==> src/rtl/steer_pkg.sv <==
`default_nettype none
// ============================================================================
//  Module      : steer_pkg
//  Description : Shared definitions for the steering-enable block: FSM state
//                encodings, balance-timer expiry constants and default
//                rider-weight thresholds.
//  Ports       : none (package)
//  Revision    : 1.0 - initial release
// ============================================================================
package steer_pkg;

    // FSM state encodings
    typedef logic [1:0] state_t;
    localparam state_t ST_IDLE  = 2'd0;
    localparam state_t ST_WAIT  = 2'd1;
    localparam state_t ST_STEER = 2'd2;

    // Balance timer
    localparam int             TMR_W        = 26;
    localparam logic [25:0]    TMR_EXP_FULL = 26'h3FE_56C0; // 1.34 s at 50 MHz
    localparam logic [14:0]    TMR_EXP_FAST = 15'h7FFF;     // fullchip sim

    // Rider-weight defaults
    localparam logic [11:0]    MIN_RIDER_WT_DEF = 12'h200;
    localparam logic [11:0]    WT_HYST_DEF      = 12'h040;

endpackage : steer_pkg
`default_nettype wire

==> src/rtl/steer_tmr.sv <==
`default_nettype none
// ============================================================================
//  Module      : steer_tmr
//  Description : 26-bit balance timer with expiry compare. Clear has priority
//                over increment; the count saturates rather than wrapping and
//                holds whenever neither clr nor inc is asserted.
//  Ports       : clk      - system clock
//                rst_n    - synchronous active-low reset
//                clr      - clear timer to zero
//                inc      - advance timer by one
//                fast_sim - select short expiry (low 15 bits all ones)
//                expired  - timer currently equals the selected expiry value
//  Revision    : 1.0 - initial release
// ============================================================================
module steer_tmr
    import steer_pkg::*;
(
    input  logic clk,
    input  logic rst_n,
    input  logic clr,
    input  logic inc,
    input  logic fast_sim,
    output logic expired
);

    logic [TMR_W-1:0] tmr_q;
    logic [TMR_W-1:0] tmr_d;

    always_comb begin
        tmr_d = tmr_q;
        if (clr) begin
            tmr_d = '0;
        end else if (inc && (tmr_q != {TMR_W{1'b1}})) begin
            tmr_d = tmr_q + 1'b1;
        end
    end

    always_ff @(posedge clk) begin
        if (!rst_n) begin
            tmr_q <= '0;
        end else begin
            tmr_q <= tmr_d;
        end
    end

    // Fast mode only looks at the low bits so fullchip sims reach expiry quickly
    assign expired = fast_sim ? (tmr_q[14:0] == TMR_EXP_FAST)
                              : (tmr_q == TMR_EXP_FULL);

endmodule : steer_tmr
`default_nettype wire

==> src/rtl/steer_en.sv <==
`default_nettype none
// ============================================================================
//  Module      : steer_en
//  Description : Rider detection and steering enable. Sums and differences
//                the two load cells, and runs an IDLE/WAIT/STEER FSM that
//                only enables steering after the rider has stood balanced
//                for a full timer period.
//  Ports       : clk       - system clock
//                rst_n     - synchronous active-low reset
//                lft_ld    - left load-cell reading (12-bit unsigned)
//                rght_ld   - right load-cell reading (12-bit unsigned)
//                en_steer  - registered, high while in STEER
//                rider_off - registered, high while in IDLE
//  Revision    : 1.0 - initial release
// ============================================================================
module steer_en
    import steer_pkg::*;
#(
    parameter bit          fast_sim     = 1'b0,
    parameter logic [11:0] MIN_RIDER_WT = MIN_RIDER_WT_DEF,
    parameter logic [11:0] WT_HYST      = WT_HYST_DEF
)(
    input  logic        clk,
    input  logic        rst_n,
    input  logic [11:0] lft_ld,
    input  logic [11:0] rght_ld,
    output logic        en_steer,
    output logic        rider_off
);

    localparam logic [12:0] THR_LO = {1'b0, MIN_RIDER_WT};
    localparam logic [12:0] THR_HI = {1'b0, MIN_RIDER_WT} + {1'b0, WT_HYST};

    // ------------------------------------------------------------------
    // Threshold arithmetic (13-bit, no truncation)
    // ------------------------------------------------------------------
    logic        [12:0] sum;
    logic signed [12:0] diff_s;
    logic        [12:0] diff;
    logic               sum_lt_min;
    logic               sum_gt_min;
    logic               diff_small;
    logic               diff_big;

    assign sum        = {1'b0, lft_ld} + {1'b0, rght_ld};
    assign diff_s     = $signed({1'b0, lft_ld}) - $signed({1'b0, rght_ld});
    assign diff       = diff_s[12] ? $unsigned(-diff_s) : $unsigned(diff_s);
    assign sum_lt_min = (sum < THR_LO);
    assign sum_gt_min = (sum > THR_HI);
    assign diff_small = (diff < (sum >> 2));
    assign diff_big   = (diff > (sum - (sum >> 4)));

    // ------------------------------------------------------------------
    // Balance timer
    // ------------------------------------------------------------------
    logic tmr_clr;
    logic tmr_inc;
    logic tmr_expired;

    steer_tmr u_tmr (
        .clk      (clk),
        .rst_n    (rst_n),
        .clr      (tmr_clr),
        .inc      (tmr_inc),
        .fast_sim (fast_sim),
        .expired  (tmr_expired)
    );

    // ------------------------------------------------------------------
    // FSM: state register (outputs registered alongside the state)
    // ------------------------------------------------------------------
    state_t state_q;
    state_t state_d;
    logic   en_steer_q;
    logic   en_steer_d;
    logic   rider_off_q;
    logic   rider_off_d;

    always_ff @(posedge clk) begin
        if (!rst_n) begin
            state_q     <= ST_IDLE;
            en_steer_q  <= 1'b0;
            rider_off_q <= 1'b1;
        end else begin
            state_q     <= state_d;
            en_steer_q  <= en_steer_d;
            rider_off_q <= rider_off_d;
        end
    end

    // ------------------------------------------------------------------
    // FSM: next-state logic
    // ------------------------------------------------------------------
    always_comb begin
        state_d = state_q;
        tmr_clr = 1'b0;
        tmr_inc = 1'b0;
        case (state_q)
            ST_IDLE: begin
                if (sum_gt_min) begin
                    state_d = ST_WAIT;
                    tmr_clr = 1'b1;
                end
            end
            ST_WAIT: begin
                if (sum_lt_min) begin
                    state_d = ST_IDLE;
                end else if (!diff_small) begin
                    tmr_clr = 1'b1;
                end else if (tmr_expired) begin
                    state_d = ST_STEER;
                end else begin
                    tmr_inc = 1'b1;
                end
            end
            ST_STEER: begin
                if (sum_lt_min) begin
                    state_d = ST_IDLE;
                end else if (diff_big) begin
                    state_d = ST_WAIT;
                    tmr_clr = 1'b1;
                end
            end
            default: begin
                state_d = ST_IDLE;
            end
        endcase
    end

    // ------------------------------------------------------------------
    // FSM: outputs decoded from next state so the registered outputs
    // track the state register edge for edge
    // ------------------------------------------------------------------
    always_comb begin
        en_steer_d  = (state_d == ST_STEER);
        rider_off_d = (state_d == ST_IDLE);
    end

    assign en_steer  = en_steer_q;
    assign rider_off = rider_off_q;

endmodule : steer_en
`default_nettype wire

==> config.mk <==
export PLATFORM = sky130hd
export DESIGN_NAME = steer_en
export DESIGN_NICKNAME = d
export VERILOG_FILES = /design/src/rtl/steer_pkg.sv /design/src/rtl/steer_tmr.sv /design/src/rtl/steer_en.sv
export SDC_FILE = /design/constraint.sdc
export NUM_CORES = 1
export LEC_CHECK = 0
export BUFFER_PORTS_ARGS = -buffer_cell sky130_fd_sc_hd__buf_2
export CORE_MARGIN = 1.5
export CORE_UTILIZATION = 40
export CTS_CLUSTER_SIZE = 30
export DETAILED_ROUTE_END_ITERATION = 8
export HOLD_SLACK_MARGIN = 0.03
export SYNTH_ARGS = -nofsm -noshare
export SYNTH_HDL_FRONTEND = slang
export SYNTH_SLANG_ARGS = --single-unit
==> constraint.sdc <==
create_clock -name clk -period 8.1 [get_ports clk]
set_clock_uncertainty 0.2 [all_clocks]
set_input_delay 2.025 -clock clk [delete_from_list [all_inputs] [get_ports clk]]
set_output_delay 2.025 -clock clk [all_outputs]
set_load 0.01 [all_outputs]
==> results.cfg <==
[outcome]
status = finished clean

[finish]
multi_input_area_mm2 = 0.00350
layout_common_cells = ha_1 (61), inv_1 (47), nor2_1 (42)
final_common_cell = ha_1
fin_nets = 681
register_area_um2 = 601
drive_above_1_share_pct = 11.1
nFillCells = 1083
antenna_cells = 0
area_growth_pct = 8.10

[clock_tree]
cts_root_buf = clkbuf_8
cts_max_level = 2
post_cts_resized = 0
holdBufCountCts = 0
path_clk_slew_ns = 0.07
cts_tree = yes
post-cts-setup-buffer-count = 0
cts_inserted_buffers = 5
clkLatencyLatePin_ns = 0.28
cts.path.max_buffers = 2
cts_sinks = 30

[detailed_routing]
vias = 4083
drc_errors = 0
viasPerCell = 5.61
routed_wl_um = 10600
detail_route.iter0.violations = 215
dr.pass1.iters = 4
routedWlPerCell_um = 14.5
antenna_left = 0

[floorplanning]
dieArea_mm2 = 0.0116
start_util_pct = 41.8
num_rows = 37
ios = 28
core-area_mm2 = 0.0105
die_w_um = 108
die_h_um = 108

[synth]
yosysSeqAreaShare_pct = 13.7
synth_warnings = 0
synth_top_area_cell = ha_1
synthCells = 569
syn_nets = 659
synth_top_area_share_pct = 17.5
synth_edf_count = 0
ys_top_cells_by_area = ha_1 (17%), dfxtp_1 (14%), xnor2_1 (7.6%)
avgSynthCellArea_um2 = 7.68
synth_cell_types = 78
synth_seq_cells = 30
synth_ff_type = dfxtp_1
synth_area_mm2 = 0.00437
synthArstFlopShare_pct = 0

[sta]
finalSetupViolCount = 0
tightest_slew_ns = 0.615
final_max_slew_viol_count = 0
final-hold-violation-count = 0
fin_tns_setup_ns = 0
fin_crit_sh_pct = 91.8
max_freq_ghz = 0.135
rsz0062_at_grt = false
fin_crit_ns = 7.43
slew-limit-headroom_pct = 59.0
whs_ns = 0.283

[global_route]
grt_pass1_wl_um = 18000
grt_overflow = 0
grt_max_degree = 27
track_usage_pct = 18.9
grt_pass1_vias = 3922
antenna_found_initial = 0

[critical_path]
start_kind = input pin
path_class = input pin to flip-flop
cp-end-kind = flip-flop
worstPathArrival_ns = 7.41
r2r_slack_ns = 5.33
worstPathRequired_ns = 8.08
cp_max_fo = 4

[placement]
place_congestion = 0.862
hpwl_um = 8300
port_buffers = 27

[pwr]
p_leak_nw = 1.94
power_density_mw_per_mm2 = 180
peakVddDrop_mv = 0.108

[run]
maxCapViolations = 0

[min_path]
hold_class = flip-flop to flip-flop
## final timing paths
path	startpoint	end	cells past startpoint
hold / removal	u_tmr.tmr_q[23]$_SDFFE_PP0P_	u_tmr.tmr_q[23]$_SDFFE_PP0P_	2
setup / recovery	rght_ld[0]	state_q[0]$_SDFF_PN0_	27
setup reg to reg	u_tmr.tmr_q[0]$_SDFFE_PP0P_	u_tmr.tmr_q[15]$_SDFFE_PP0P_	13
hold reg to reg	u_tmr.tmr_q[23]$_SDFFE_PP0P_	u_tmr.tmr_q[23]$_SDFFE_PP0P_	2
## synth_stat cells, types with 3 or more instances
cell type,number
inv_1,47
o21a_1,5
ha_1,61
a31oi_1,4
dfxtp_1,30
and3_1,10
or3_1,13
nor3_1,22
xor2_1,13
buf_2,7
o21bai_1,6
clkbuf_1,9
o21ai_0,26
and4_1,3
nor4_1,8
and2_1,10
or4_1,5
a21o_1,14
nand2_1,28
mux2i_1,3
a21oi_1,37
o31ai_1,6
o41ai_1,3
nor2b_1,6
o211ai_1,3
nor2_1,42
nand2b_1,9
nand3_1,19
nand4_1,12
or2_2,4
nor4b_1,5
fa_1,3
xnor2_1,38
## final cells by class
type,instances,share of cell area (%)
clock buffers,6,1.75
multi-input cells,473,74.0
well taps,136,3.60
clock inverters,2,0.265
inverters,48,3.81
flip-flops and latches,30,12.7
repair buffers,33,3.81
## per-layer routing
layer | up-vias | global-route usage [%] | part of all wire [%]
met3 | 12 | 2.30 | 2.5
met4 | 0 | 3.95 | 1.0
li1 | 2108 | - | -
met2 | 44 | 31.9 | 46
met5 | - | 0 | 0
met1 | 1919 | 25.7 | 50
## logic make-up after synthesis
family          share of synthesized area, %
simple gates                            26.3
compound gates                          23.3
buf+inv                                 6.21
fa+ha+maj                               18.8
xor+xnor                                10.6
flops                                   13.7
mux                                     1.03
## flip-flops by register name, indices dropped and copies added (netlist names)
register     cells
en_steer         1
state_q          2
rider_off        1
u_tmr.tmr_q     26
## through the flow
step	cell area (um^2)	worst slack (ns)	power, mW	instances	util (%)
6_report	4720	0.666	0.850	728	45.1
5_1_grt	4720	0.160	0.937	728	45.1
4_1_cts	4720	0.660	0.854	728	45.1
3_5_place_dp	4630	0.376	0.723	720	44.2
3_3_place_gp	4630	0.559	0.710	720	44.2
2_1_floorplan	4370	0.978	0.597	569	-
## critical path, cell delays in order
cell and delay (ns):
buf_2 0.10, ha_1 0.15, inv_1 0.05, fa_1 0.42, or2_2 0.32, a221oi_1 0.43, o21ba_2 0.20, o21ai_0 0.09
and2_1 0.25, ha_1 0.35, o21ai_0 0.09, nand2b_1 0.10, a21o_1 0.19, a21oi_1 0.14, o21bai_1 0.07, a21oi_1 0.22
xor2_1 0.18, ha_1 0.26, a21o_1 0.18, a2111oi_0 0.42, a221o_1 0.20, a21oi_1 0.08, and2_1 0.19, o21a_1 0.19
o22a_1 0.19, o21bai_1 0.17, nor2b_1 0.14
## power by group
part / internal [mW] / total, mW / switching [mW]
registers: 0.149 / 0.151 / 0.00187
clock network: 0.0682 / 0.127 / 0.0584
logic: 0.233 / 0.572 / 0.339
Power figures use the tool's default switching activity.
